File: config.mk
export PLATFORM = sky130hd
export DESIGN_NAME = csr_dbg_arbiter
export DESIGN_NICKNAME = d
export VERILOG_FILES = /design/src/rtl/csr_dbg_arbiter.sv
export SDC_FILE = /design/constraint.sdc
export NUM_CORES = 1
export LEC_CHECK = 0
export BUFFER_PORTS_ARGS = -buffer_cell sky130_fd_sc_hd__buf_4
export CAP_MARGIN = 20
export CORE_AREA = 2 2 116 118
export CTS_BUF_LIST = sky130_fd_sc_hd__clkbuf_16
export CTS_CLUSTER_DIAMETER = 30
export CTS_CLUSTER_SIZE = 16
export DETAILED_ROUTE_END_ITERATION = 8
export DIE_AREA = 0 0 118 120
export GPL_ROUTABILITY_DRIVEN = 0
export GPL_TIMING_DRIVEN = 0
export PLACE_DENSITY_LB_ADDON = 0.05
export SYNTH_ARGS = -nofsm -noshare
export SYNTH_HDL_FRONTEND = slang
export SYNTH_SLANG_ARGS = --single-unit
File: constraint.sdc
create_clock -name clk -period 2.3 [get_ports clk]
set_clock_uncertainty 0.1 [all_clocks]
set_input_delay 0.23 -clock clk [delete_from_list [all_inputs] [get_ports clk]]
set_output_delay 0.23 -clock clk [all_outputs]
set_load 0.02 [all_outputs]
File: src/rtl/csr_dbg_arbiter.sv
// csr_dbg_arbiter
// Shares the privileged unit's single CSR read/write port between the core
// M stage (always wins) and an external debug / abstract-command requester.
// One debug request is outstanding at a time; it is slotted into the first
// cycle in which the M stage issues no CSR op and takes no trap. Read data
// is captured the cycle after the access and returned on a valid/ready
// response channel.
//
// Optional build macro: CSRDBG_STARVE_EN
//   When defined, an 8-bit wait counter tracks blocked WAIT cycles and
//   raises StallCoreReq once it reaches STARVE_LIMIT, asking the core for a
//   CSR-free bubble. When undefined, StallCoreReq is tied low and a debug
//   request may wait indefinitely.
module csr_dbg_arbiter #(
    parameter int XLEN         = 64,
    parameter int STARVE_LIMIT = 16
) (
    input  logic            clk,
    input  logic            reset,
    // core M-stage status
    input  logic            CSRReadM,
    input  logic            CSRWriteM,
    input  logic            InstrValidM,
    input  logic            TrapM,
    // debug request channel
    input  logic            DbgReqValid,
    output logic            DbgReqReady,
    input  logic            DbgReqWrite,
    input  logic [11:0]     DbgReqAdr,
    input  logic [XLEN-1:0] DbgReqWData,
    // debug response channel
    output logic            DbgRspValid,
    input  logic            DbgRspReady,
    output logic [XLEN-1:0] DbgRspRData,
    output logic            DbgRspErr,
    // CSR port side
    output logic            CSRSelDbg,
    output logic            CSRDbgReadEn,
    output logic            CSRDbgWriteEn,
    output logic [11:0]     CSRDbgAdr,
    output logic [XLEN-1:0] CSRDbgWData,
    input  logic [XLEN-1:0] CSRDbgRData,
    input  logic            CSRDbgIllegal,
    // forced-slot request towards the core
    output logic            StallCoreReq
);

    localparam logic [1:0] S_IDLE    = 2'd0;
    localparam logic [1:0] S_WAIT    = 2'd1;
    localparam logic [1:0] S_CAPTURE = 2'd2;
    localparam logic [1:0] S_RESP    = 2'd3;

    logic [1:0]      r_state;
    logic [1:0]      w_state_next;

    // latched request
    logic            r_write;
    logic [11:0]     r_adr;
    logic [XLEN-1:0] r_wdata;

    // latched response
    logic [XLEN-1:0] r_rdata;
    logic            r_err;

    logic            w_slot_free;
    logic            w_accept;
    logic            w_access;
    logic [XLEN-1:0] w_capture_data;

    // The port is free for debug only when the M stage has no live CSR op
    // and no trap is being taken this cycle.
    assign w_slot_free = ~TrapM & ~(InstrValidM & (CSRReadM | CSRWriteM));
    assign w_accept    = (r_state == S_IDLE) & DbgReqValid;
    assign w_access    = (r_state == S_WAIT) & w_slot_free;

    // Writes return zero data; reads return whatever the CSR file produced.
    assign w_capture_data = r_write ? '0 : CSRDbgRData;

    // Next-state selection for the single-outstanding-request sequencer
    always_comb begin
        w_state_next = r_state;
        case (r_state)
            S_IDLE:    if (DbgReqValid) w_state_next = S_WAIT;
            S_WAIT:    if (w_slot_free) w_state_next = S_CAPTURE;
            S_CAPTURE: w_state_next = S_RESP;
            S_RESP:    if (DbgRspReady) w_state_next = S_IDLE;
            default:   w_state_next = S_IDLE;
        endcase
    end

    // State register; reset drops any in-flight request
    always_ff @(posedge clk) begin
        if (reset) begin
            r_state <= S_IDLE;
        end else begin
            r_state <= w_state_next;
        end
    end

    // Latch the request fields when it is accepted in IDLE
    always_ff @(posedge clk) begin
        if (reset) begin
            r_write <= 1'b0;
            r_adr   <= '0;
            r_wdata <= '0;
        end else if (w_accept) begin
            r_write <= DbgReqWrite;
            r_adr   <= DbgReqAdr;
            r_wdata <= DbgReqWData;
        end
    end

    // Capture read data and the illegal flag the cycle after the access;
    // both are then held through RESP until the handshake
    always_ff @(posedge clk) begin
        if (reset) begin
            r_rdata <= '0;
            r_err   <= 1'b0;
        end else if (r_state == S_CAPTURE) begin
            r_rdata <= w_capture_data;
            r_err   <= CSRDbgIllegal;
        end
    end

    // Outputs are forced low while reset is held so nothing leaks out
    // of a half-finished transaction.
    assign DbgReqReady   = ~reset & (r_state == S_IDLE);
    assign DbgRspValid   = ~reset & (r_state == S_RESP);
    assign DbgRspRData   = r_rdata;
    assign DbgRspErr     = r_err;
    assign CSRSelDbg     = ~reset & w_access;
    assign CSRDbgReadEn  = ~reset & w_access & ~r_write;
    assign CSRDbgWriteEn = ~reset & w_access & r_write;
    assign CSRDbgAdr     = r_adr;
    assign CSRDbgWData   = r_wdata;

`ifdef CSRDBG_STARVE_EN
    // Clamp the threshold to what the 8-bit counter can represent.
    localparam int         LP_LIMIT_SAT = (STARVE_LIMIT > 255) ? 255 :
                                          ((STARVE_LIMIT < 0) ? 0 : STARVE_LIMIT);
    localparam logic [7:0] LP_LIMIT     = LP_LIMIT_SAT[7:0];

    logic [7:0] r_wait_cnt;

    // Count blocked WAIT cycles; zero whenever not waiting so the count
    // starts fresh on every entry to WAIT
    always_ff @(posedge clk) begin
        if (reset) begin
            r_wait_cnt <= '0;
        end else if ((r_state != S_WAIT) || w_slot_free) begin
            r_wait_cnt <= '0;
        end else if (r_wait_cnt != 8'hFF) begin
            r_wait_cnt <= r_wait_cnt + 8'd1;
        end
    end

    // Held until the access cycle itself, after which the state leaves WAIT.
    assign StallCoreReq = ~reset & (r_state == S_WAIT) & (r_wait_cnt >= LP_LIMIT);
`else
    // Threshold is meaningless without the counter.
    localparam int LP_STARVE_UNUSED = STARVE_LIMIT;

    assign StallCoreReq = 1'b0;
`endif

endmodule

==> reports/metrics.sh <==
DRTPASS1ITERATIONS=5
FINAL_HOLD_VIOL_COUNT=0
HOLD_PATH.CLASS='primary input to register'
FLOORPLAN.INITIALDENSITY_PCT=40.7
SLEW_VIOLATIONS=0
SYNTH.AVG_CELL_AREA_SQ_UM=8.20
POSTLAYOUTCOREUTIL_PCT=74.2
YOSYSWARNINGS=0
WORSTPATHREQUIRED_NS=1.97
SYNTH-EDFF-COUNT=0
STATUS='finished, final reports clean'
POST_CTS_BUFFERS=0
FIRST_GLOBAL_VIAS=6129
VDD_IR_DROP_MAX_mV=0.509
SETUP_SLACK_NS=0.267
SYNTHARSTFLOPSHARE_PCT=0
DRT-INITIAL-DRC-COUNT=277
PERIOD_SHARE_PCT=88.4
SYN_NETS=800
FILLERINSTANCES=957
TIMING_WORST_SETUP_PATH_TYPE='register to output port'
VIASPERCELL=4.67
DIE_W_UM=118
POST_ROUTE_CELLS_DRIVE_ABOVE_1_SHARE_PCT=31.2
CTS_INSERTED_BUFFERS=17
POWER_PER_CELL_AREA_nW_PER_UM2=931
DIE_AREA_SQ_UM=14200
VIAS_POST_DR=6030
WL_UM=19300
FIN_CRIT_NS=2.03
SYNTH_TO_FINAL_AREA_CHANGE_PCT=82.2
GRT_ANTENNA_BEFORE_REPAIR=0
CRIT_ARRIVAL_NS=1.70
CRIT_PATH_END_KIND='output port'
PIN_COUNT=297
PLACE_WORST_SETUP_SLACK_NS=0.480
ROW_COUNT=42
COMMONEST_CELLS_AFTER_ROUTING_FILL_AND_TAPS_ASIDE='sky130_fd_sc_hd__buf_4, sky130_fd_sc_hd__nand2_1, sky130_fd_sc_hd__dfxtp_1'
ROOT_BUFFER='sky130_fd_sc_hd__clkbuf_16'
DETAIL_ROUTE.WL_PER_CELL_UM=14.9
FINAL_AREA_SQ_UM=9630
CLOCK_LATENCY_NS=0.42
SYNTH-MAIN-FF-CELL='sky130_fd_sc_hd__dfxtp_1'
CTS_HOLD_BUFFERS=142
NUMCLOCKSINKS=144
CLKSLEWWORSTSETUPHOLDPATHS_NS=0.05
PLACED_CELL_AREA_SQ_UM=7720
PLACEABLE_CORE_REGION_SQ_UM=13000
PORT_BUFFERS=295
ROUTE.ANTENNA.REMAINING_NETS=0
CLOCK_TREE_FROM_TRITONCTS='done'
TRACK_USAGE_PCT=26.6
CRIT_FANOUT=4
DIE_HEIGHT_UM=120
LARGEST_NET_DEGREE_AT_THE_START_OF_GLOBAL_ROUTING=17
UNREPAIRED_SETUP_ENDPOINTS_AFTER_GLOBAL_ROUTING='no'
CTS_HTREE_LEVELS=4
ROUTE.DETAILED.DRC=0
YS_SEQ_ELEMENTS=144
TNS_NS=0
DESIGN.FINAL.NETS=1256
GRT.OVERFLOW.TOTAL=0
CELLLEAKAGEPOWER_nW=4.51
YS_TYPES=21
MAX_CAP_VIOL_COUNT=0
YOSYSSEQAREASHARE_PCT=54.5
DP_HPWL_UM=12900
POST_CTS_RESIZED=0
CLOCKBUFFERDEPTH=2
SYN-INSTANCE-COUNT=645
SETUP-VIOLATIONS-FINAL=0
NETLIST_AREA_SQ_UM=5290
INSERTEDDIODECOUNT=0
FMAX_MHz=492
GRT_FIRST_PASS_WIRELENGTH_UM=30100
LAYOUT.CELLS.MOST_COMMON='sky130_fd_sc_hd__buf_4'
START_KIND='register'
## path summary, 6_finish.rpt
check | startpoint | cells past startpoint | slack (ns) | to
min | reset | 3 | 0.03 | r_state[1]
min reg2reg | CSRDbgWData[43] | 2 | 0.36 | CSRDbgWData[43]
max reg2reg | r_state[0] | 6 | 0.48 | CSRDbgWData[15]
max | r_state[1] | 5 | 0.27 | CSRDbgWriteEn
## cell families after synthesis
family                   after synthesis  synth area share [%]
other                                  1                0.0709
adder cells (fa/ha/maj)                5                  1.18
AO/OA/AOI/OAI                        145                  13.9
flip-flops                           144                  54.5
AND/OR/NAND/NOR                      296                  24.7
buffers and inverters                 51                  5.13
multiplexers                           3                 0.568
## state kept, by name, summed over array words and instances (netlist names)
name and flops:
r_state 2, CSRDbgWData 64, CSRDbgAdr 12, DbgRspRData 64
r_write 1, DbgRspErr 1
## worst max-delay path: stages (launching register included)
cell	delay, ns
sky130_fd_sc_hd__dfxtp_1	0.38
sky130_fd_sc_hd__inv_1	0.10
sky130_fd_sc_hd__ha_1	0.21
sky130_fd_sc_hd__and4bb_2	0.27
sky130_fd_sc_hd__and2_1	0.17
sky130_fd_sc_hd__buf_4	0.16
## stage by stage
stage,hold slack [ns],power [mW],std cells
6_report,0.0266,8.97,1290
5_1_grt,0.0489,9.45,1290
4_1_cts,0.0133,8.97,1290
3_5_place_dp,0.347,6.46,1116
3_3_place_gp,0.343,6.37,1116
2_1_floorplan,0.266,5.13,645
## power breakdown
group,internal (mW),switching (mW),leakage [nW]
sequential,2.96,0.255,1.17
combinational,1.50,1.95,3.07
clock,1.32,0.978,0.262
total,5.78,3.18,4.51
## cell usage after synthesis, types with 3 or more instances
cell | count | area [sq um]
sky130_fd_sc_hd__nand2_1 | 155 | 582
sky130_fd_sc_hd__dfxtp_1 | 144 | 2880
sky130_fd_sc_hd__a21oi_1 | 141 | 706
sky130_fd_sc_hd__nor2b_1 | 67 | 419
sky130_fd_sc_hd__nor2_1 | 66 | 248
sky130_fd_sc_hd__buf_2 | 16 | 80.1
sky130_fd_sc_hd__clkbuf_1 | 15 | 56.3
sky130_fd_sc_hd__buf_4 | 8 | 60.1
sky130_fd_sc_hd__buf_1 | 5 | 18.8
sky130_fd_sc_hd__ha_1 | 5 | 62.6
sky130_fd_sc_hd__buf_6 | 4 | 45.0
sky130_fd_sc_hd__nand2b_1 | 4 | 25.0
sky130_fd_sc_hd__inv_1 | 3 | 11.3
sky130_fd_sc_hd__mux2i_1 | 3 | 30.0
## final cells by class
class | instances | area, sq um | share of cell area [%]
flip-flops and latches | 144 | 2880 | 29.9
well taps | 176 | 220 | 2.29
inverters | 3 | 11.3 | 0.117
clock buffers | 17 | 425 | 4.42
multi-input cells | 450 | 2130 | 22.2
clock inverters | 15 | 63.8 | 0.662
repair buffers | 437 | 3640 | 37.7
plain buffers | 48 | 260 | 2.70
## layer usage
layer	routed length (um)	vias to the layer above	track usage, %
li1	-	2979	-
met2	9880	252	48.6
met4	480	0	10.1
met3	1590	35	9.03
met1	7310	2764	28.4
met5	0	-	0
No activity file was read; power rests on OpenSTA's default activity.
